--- config.mk ---
export PLATFORM = sky130hd
export DESIGN_NAME = ufs_tx_symbol_sched_flat
export DESIGN_NICKNAME = d
export VERILOG_FILES = /design/src/rtl/ufs_tx_symbol_sched_if.sv /design/src/rtl/ufs_tx_symbol_sched.sv /design/src/flat_wrapper.sv
export SDC_FILE = /design/constraint.sdc
export NUM_CORES = 1
export LEC_CHECK = 0
export BUFFER_PORTS_ARGS = -buffer_cell sky130_fd_sc_hd__buf_4
export CAP_MARGIN = 20
export CORE_UTILIZATION = 42
export DETAILED_ROUTE_END_ITERATION = 16
export PLACE_DENSITY_LB_ADDON = 0.05
export SLEW_MARGIN = 20
export SYNTH_ARGS = -nofsm -noshare
export SYNTH_HDL_FRONTEND = slang
export SYNTH_SLANG_ARGS = --single-unit
--- constraint.sdc ---
create_clock -name clk -period 1.75 [get_ports clk]
set_input_delay 0 -clock clk [delete_from_list [all_inputs] [get_ports clk]]
set_output_delay 0 -clock clk [all_outputs]
set_load 0.01 [all_outputs]
--- src/rtl/ufs_tx_symbol_sched_if.sv ---
// ufs_tx_symbol_sched_if: link-side byte handshake plus encoder symbol/disparity bus
interface ufs_tx_symbol_sched_if;
  logic burst_req;
  logic tx_valid;
  logic [7:0] tx_data;
  logic tx_k;
  logic tx_ready;
  logic burst_active;
  logic enc_en;
  logic [7:0] enc_data;
  logic enc_k;
  logic enc_rd_in;
  logic enc_rd_out;
  modport master (
    output burst_req, tx_valid, tx_data, tx_k, enc_rd_out,
    input  tx_ready, burst_active, enc_en, enc_data, enc_k, enc_rd_in
  );
  modport slave (
    input  burst_req, tx_valid, tx_data, tx_k, enc_rd_out,
    output tx_ready, burst_active, enc_en, enc_data, enc_k, enc_rd_in
  );
endinterface

--- src/rtl/ufs_tx_symbol_sched.sv ---
// ufs_tx_symbol_sched: burst framing (PREP/SYNC/DATA/END) and running disparity for an 8b/10b encoder
// UFS_TX_STAT_EN adds saturating symbol and filler counters.
module ufs_tx_symbol_sched #(
  parameter int PREP_CYC = 8,
  parameter int SYNC_LEN = 4,
  parameter logic [7:0] MK0_SYM = 8'hBC,
  parameter logic [7:0] FILL_SYM = 8'h7C,
  parameter logic [7:0] END_SYM = 8'hFD
) (
  input logic clk,
  input logic rst_n,
  ufs_tx_symbol_sched_if.slave bus
`ifdef UFS_TX_STAT_EN
  ,
  output logic [31:0] stat_sym_cnt,
  output logic [15:0] stat_fill_cnt
`endif
);
  localparam int PW = $clog2(PREP_CYC > 0 ? PREP_CYC : 1) + 1;
  localparam int SW = $clog2(SYNC_LEN > 0 ? SYNC_LEN : 1) + 1;
  localparam logic [PW-1:0] PLAST = PW'(PREP_CYC > 0 ? PREP_CYC - 1 : 0);
  localparam logic [SW-1:0] SLAST = SW'(SYNC_LEN > 0 ? SYNC_LEN - 1 : 0);
  typedef enum logic [2:0] {S_IDLE, S_PREP, S_SYNC, S_DATA, S_END} state_t;
  state_t state;
  logic [PW-1:0] pcnt;
  logic [SW-1:0] scnt;
  logic en, k, rd, take;
  logic [7:0] sym;
  assign bus.tx_ready = (state == S_DATA) & bus.burst_req;
  assign bus.burst_active = state != S_IDLE;
  assign bus.enc_en = en;
  assign bus.enc_data = sym;
  assign bus.enc_k = k;
  assign bus.enc_rd_in = rd;
  assign take = bus.tx_ready & bus.tx_valid;
  always_ff @(posedge clk) begin
    if (!rst_n) begin
      state <= S_IDLE;
      pcnt <= '0;
      scnt <= '0;
      en <= 1'b0;
      sym <= 8'h00;
      k <= 1'b0;
      rd <= 1'b0;
    end else begin
      if (en) rd <= bus.enc_rd_out;
      en <= 1'b0;
      case (state)
        S_IDLE: if (bus.burst_req) begin
          state <= PREP_CYC > 0 ? S_PREP : S_SYNC;
          pcnt <= '0;
          scnt <= '0;
        end
        S_PREP: if (pcnt == PLAST) begin
          state <= S_SYNC;
          scnt <= '0;
        end else pcnt <= pcnt + 1'b1;
        S_SYNC: begin
          en <= 1'b1;
          sym <= MK0_SYM;
          k <= 1'b1;
          if (scnt == SLAST) state <= S_DATA;
          else scnt <= scnt + 1'b1;
        end
        S_DATA: begin
          en <= 1'b1;
          sym <= take ? bus.tx_data : FILL_SYM;
          k <= take ? bus.tx_k : 1'b1;
          if (!bus.burst_req) state <= S_END;
        end
        S_END: begin
          en <= 1'b1;
          sym <= END_SYM;
          k <= 1'b1;
          state <= S_IDLE;
        end
        default: state <= S_IDLE;
      endcase
    end
  end
`ifdef UFS_TX_STAT_EN
  logic emit, fill;
  assign emit = state inside {S_SYNC, S_DATA, S_END};
  assign fill = (state == S_DATA) & ~take;
  // counted when the symbol is loaded, so the count matches the cycle it is on enc_data
  always_ff @(posedge clk) begin
    if (!rst_n) begin
      stat_sym_cnt <= '0;
      stat_fill_cnt <= '0;
    end else begin
      if (emit && !(&stat_sym_cnt)) stat_sym_cnt <= stat_sym_cnt + 1'b1;
      if (fill && !(&stat_fill_cnt)) stat_fill_cnt <= stat_fill_cnt + 1'b1;
    end
  end
`endif
endmodule
--- src/flat_wrapper.sv ---
// flat-port wrapper written by rule: the top's interface ports become plain ports
module ufs_tx_symbol_sched_flat 
#(
  parameter int PREP_CYC = 8,
  parameter int SYNC_LEN = 4,
  parameter logic [7:0] MK0_SYM = 8'hBC,
  parameter logic [7:0] FILL_SYM = 8'h7C,
  parameter logic [7:0] END_SYM = 8'hFD
)
  (clk, rst_n, bus_burst_req, bus_tx_valid, bus_tx_data, bus_tx_k, bus_enc_rd_out, bus_tx_ready, bus_burst_active, bus_enc_en, bus_enc_data, bus_enc_k, bus_enc_rd_in);
  ufs_tx_symbol_sched_if bus_i ();
  input logic clk;
  input logic rst_n;
  input wire logic [$bits(bus_i.burst_req)-1:0] bus_burst_req;
  input wire logic [$bits(bus_i.tx_valid)-1:0] bus_tx_valid;
  input wire logic [$bits(bus_i.tx_data)-1:0] bus_tx_data;
  input wire logic [$bits(bus_i.tx_k)-1:0] bus_tx_k;
  input wire logic [$bits(bus_i.enc_rd_out)-1:0] bus_enc_rd_out;
  output wire logic [$bits(bus_i.tx_ready)-1:0] bus_tx_ready;
  output wire logic [$bits(bus_i.burst_active)-1:0] bus_burst_active;
  output wire logic [$bits(bus_i.enc_en)-1:0] bus_enc_en;
  output wire logic [$bits(bus_i.enc_data)-1:0] bus_enc_data;
  output wire logic [$bits(bus_i.enc_k)-1:0] bus_enc_k;
  output wire logic [$bits(bus_i.enc_rd_in)-1:0] bus_enc_rd_in;
  assign bus_i.burst_req = bus_burst_req;
  assign bus_i.tx_valid = bus_tx_valid;
  assign bus_i.tx_data = bus_tx_data;
  assign bus_i.tx_k = bus_tx_k;
  assign bus_i.enc_rd_out = bus_enc_rd_out;
  assign bus_tx_ready = bus_i.tx_ready;
  assign bus_burst_active = bus_i.burst_active;
  assign bus_enc_en = bus_i.enc_en;
  assign bus_enc_data = bus_i.enc_data;
  assign bus_enc_k = bus_i.enc_k;
  assign bus_enc_rd_in = bus_i.enc_rd_in;
  ufs_tx_symbol_sched #(.PREP_CYC(PREP_CYC), .SYNC_LEN(SYNC_LEN), .MK0_SYM(MK0_SYM), .FILL_SYM(FILL_SYM), .END_SYM(END_SYM)) u_core (.clk(clk), .rst_n(rst_n), .bus(bus_i));
endmodule
==> run metrics <==
outcome=finished clean; diode count=0; ys async rst share=0%; first-pass GRT wire length=3.974 mm; Post-synth EDFFs=0; cell taking the most area after synthesis=dfxtp_1; Startpoint Class=register; Post-synth top flop=dfxtp_1; Avg Cell Area, Syn=9.507 µm²; buffer count from post-CTS setup fixing=0; #FFs+latches synth=21; first-pass iteration count of the detailed router=4; die height=52.35 µm; Comb pwr share=between 10% and 20%; worst setup path end=u_core.scnt[1]; synth unique cells=40; CTS tree=built; Post-DP Area=1282 µm²; power per cell area=574.8 nW/µm²; Setup WS post-layout=just over 0.2 ns; Die Wd=between 50 and 60 µm; post-cts sizing count=0; Arr. time, crit path=around 1.7 ns; largest net degree at the start of global routing=20; CP max FO=5; H-tree depth=1; fin crit period=~1.5 ns; top layer in use=met4; fin area=~1400 µm²; sw frac=a little under a quarter; row cnt=17; clk_skew=roughly 0.009 ns; hold crit path type=input port to register; Worst-path clk slew=~0.12 ns; clock root buffer=clkbuf_4; RSZ-0062 raised after global routing=no; routed vias=941; most common cell in the netlist=dfxtp_1; number of port buffers=26; syn_nets=129; Initial Utilization=46.35%; post-synth top area share=39.48%; fmax=about 0.65 GHz; routed len/inst=between 10 and 15 µm; Crit path largest cell delay=about 0.37 ns; cell mode on critical path=ha_1; setup violators final=0; WL met1=approximately 1.1 mm; mean number of vias per cell=between 5 and 6; setup TNS=0 ns; critical path endpoint category=register; Initial DRC Count=19; CP cell instances=ha_1, ha_1, a211o_1, o32a_1, mux2i_1; Commonest cells post-synth=dfxtp_1, mux2i_1, a21oi_1, nand2_1, o221a_2; Tcrit/Tclk final=88.46%; initial antenna violation count=0; Layout area overhead=32.31%; post-synthesis sequential area ratio=between 30% and 40%; met2 WL post-DR=around 1.2 mm; FF-to-FF End=u_core.scnt[1]; Inserted Clock Buffers=3; Synth area leaders=dfxtp_1, mux2i_1, o221a_2, ha_1, a21oi_1; sw power=~190 µW; RePlAce Congestion=~0.81; Layout fillers=218; CP required=roughly 1.9 ns; clock latency on the worst-skew pair=0.30 ns; WL final=2.373 mm; leakage=between 0.0006 and 0.0007 µW; slew margin rel.=a little over two thirds; Routed Antenna Nets=0; maximum vdd drop=approximately 0.00038 V; vias in the first global route=864; GR Overflow Total=0; Clk pwr share=between 20% and 30%; crit path from=u_core.scnt[0]; mapped cell area=between 1000 and 1500 µm²; worst-margin pin slew=0.4535 ns; clk sinks=21; WS Path Type=register to register; final hold vios=0; internal power=slightly above 600 µW; max cap viols=0; reg2reg path depth=5; Worst path slowest cell=dfxtp_1; CTS max path bufs=2; area of the core=~2300 µm²; gr usage total=about a fifth; Nets=between 150 and 200; Mapped Cells=between 100 and 150; R2R Setup Slk=between 0.2 and 0.25 ns; Die ar.=about 2700 µm²; reg2reg start=u_core.scnt[0]; layout cells sized above 1=a little under a third; count of pins over their slew limit=0; Post-Place Setup Slack=about 0.23 ns; Flop pwr share=between 60% and 70%; I/O pin count=27; # DRC=0; post-DP HPWL=1.616 mm; met3 wire len=roughly 78 µm; Warnings, synthesis=0
==> how the worst min path moves through the flow <==
stage	from	end	slack [ns]	cells after the start
global placement	bus_enc_rd_out	u_core.bus.enc_rd_in	0.24	3
finish	bus_tx_data[6]	u_core.bus.enc_data[6]	0.01	3
global route	rst_n	u_core.bus.enc_data[7]	0.04	2
detailed placement	bus_tx_data[4]	u_core.bus.enc_data[4]	0.27	2
floorplan	bus_enc_rd_out	u_core.bus.enc_rd_in	0.15	2
CTS	bus_tx_data[6]	u_core.bus.enc_data[6]	0.00004	3
==> what timing repair did <==
action,CTS,global route
setup endpoints to repair,0,0
endpoints found under the hold margin,9,0
hold buffers,10,0
==> per-stage QoR <==
| step | hold slack, ns | cells | power [µW] | util [%] |
|---|---|---|---|---|
| 2_1_floorplan | 0.1472 | 112 | 536.5 | - |
| 3_3_place_gp | 0.2392 | 162 | 571.4 | 55.83 |
| 3_5_place_dp | 0.2686 | 162 | 572.6 | 55.83 |
| 4_1_cts | 0.00003644 | 176 | 817.5 | 61.33 |
| 5_1_grt | 0.04023 | 176 | 850.6 | 61.33 |
| 6_report | 0.01083 | 176 | 809.8 | 61.33 |
==> layout make-up <==
| cell class | count | area (µm²) | share of cell area (%) |
|---|---|---|---|
| timing repair buffer | 40 | 325.3 | 23.09 |
| tap | 28 | 35.03 | 2.487 |
| multi-input combinational | 78 | 583.1 | 41.39 |
| sequential | 21 | 420.4 | 29.84 |
| clock buffer | 4 | 26.28 | 1.865 |
| inverter | 5 | 18.77 | 1.332 |
==> sequential cells by signal, indices dropped and copies added (netlist names) <==
name / flops
u_core.bus.enc_k: 1
u_core.scnt: 3
u_core.bus.enc_en: 1
u_core.bus.enc_data: 8
u_core.bus.enc_rd_in: 1
u_core.state: 3
u_core.pcnt: 4
==> power by group through the flow <==
stage	combinational [µW]	sequential, µW	clock [µW]
2_1_floorplan	39.3	497	0
3_3_place_gp	71.9	499	0
3_5_place_dp	73.0	500	0
4_1_cts	90.9	489	238
5_1_grt	100	490	260
6_report	91.1	489	230
==> metal layers <==
metal	vias to the layer above	global-route usage (%)
li1	492	-
met1	428	26.87
met2	19	31.86
met3	2	4.348
met4	0	3.947
met5	-	0
==> layout by cell type (no fill, tap or decap), types with 4 or more instances in the layout <==
| master | n |
|---|---|
| inv_1 | 5 |
| dfxtp_1 | 21 |
| o21ai_0 | 4 |
| nand2_1 | 6 |
| nand3_1 | 4 |
| mux2i_1 | 7 |
| nor2_1 | 5 |
| buf_4 | 30 |
| nand4_1 | 4 |
| o221a_2 | 6 |
| a21oi_1 | 6 |
| dlygate4sd3_1 | 10 |
==> logic make-up after synthesis <==
| group | count (synthesis) | share of synthesized area (%) |
|---|---|---|
| simple gates | 41 | 24.79 |
| compound gates | 26 | 18.80 |
| flops | 21 | 39.48 |
| buf+inv | 13 | 5.758 |
| mux | 8 | 7.638 |
| fa+ha+maj | 3 | 3.526 |
==> worst max-delay path, delay by kind of cell, from the launching register on <==
family / cells / cell delay (ns)
AOI/OAI and AO/OA: 2 / 0.50
muxes: 1 / 0.13
DFF: 1 / 0.37
adders and majority gates: 2 / 0.45
Note: power is estimated with default switching activity, not from simulation.
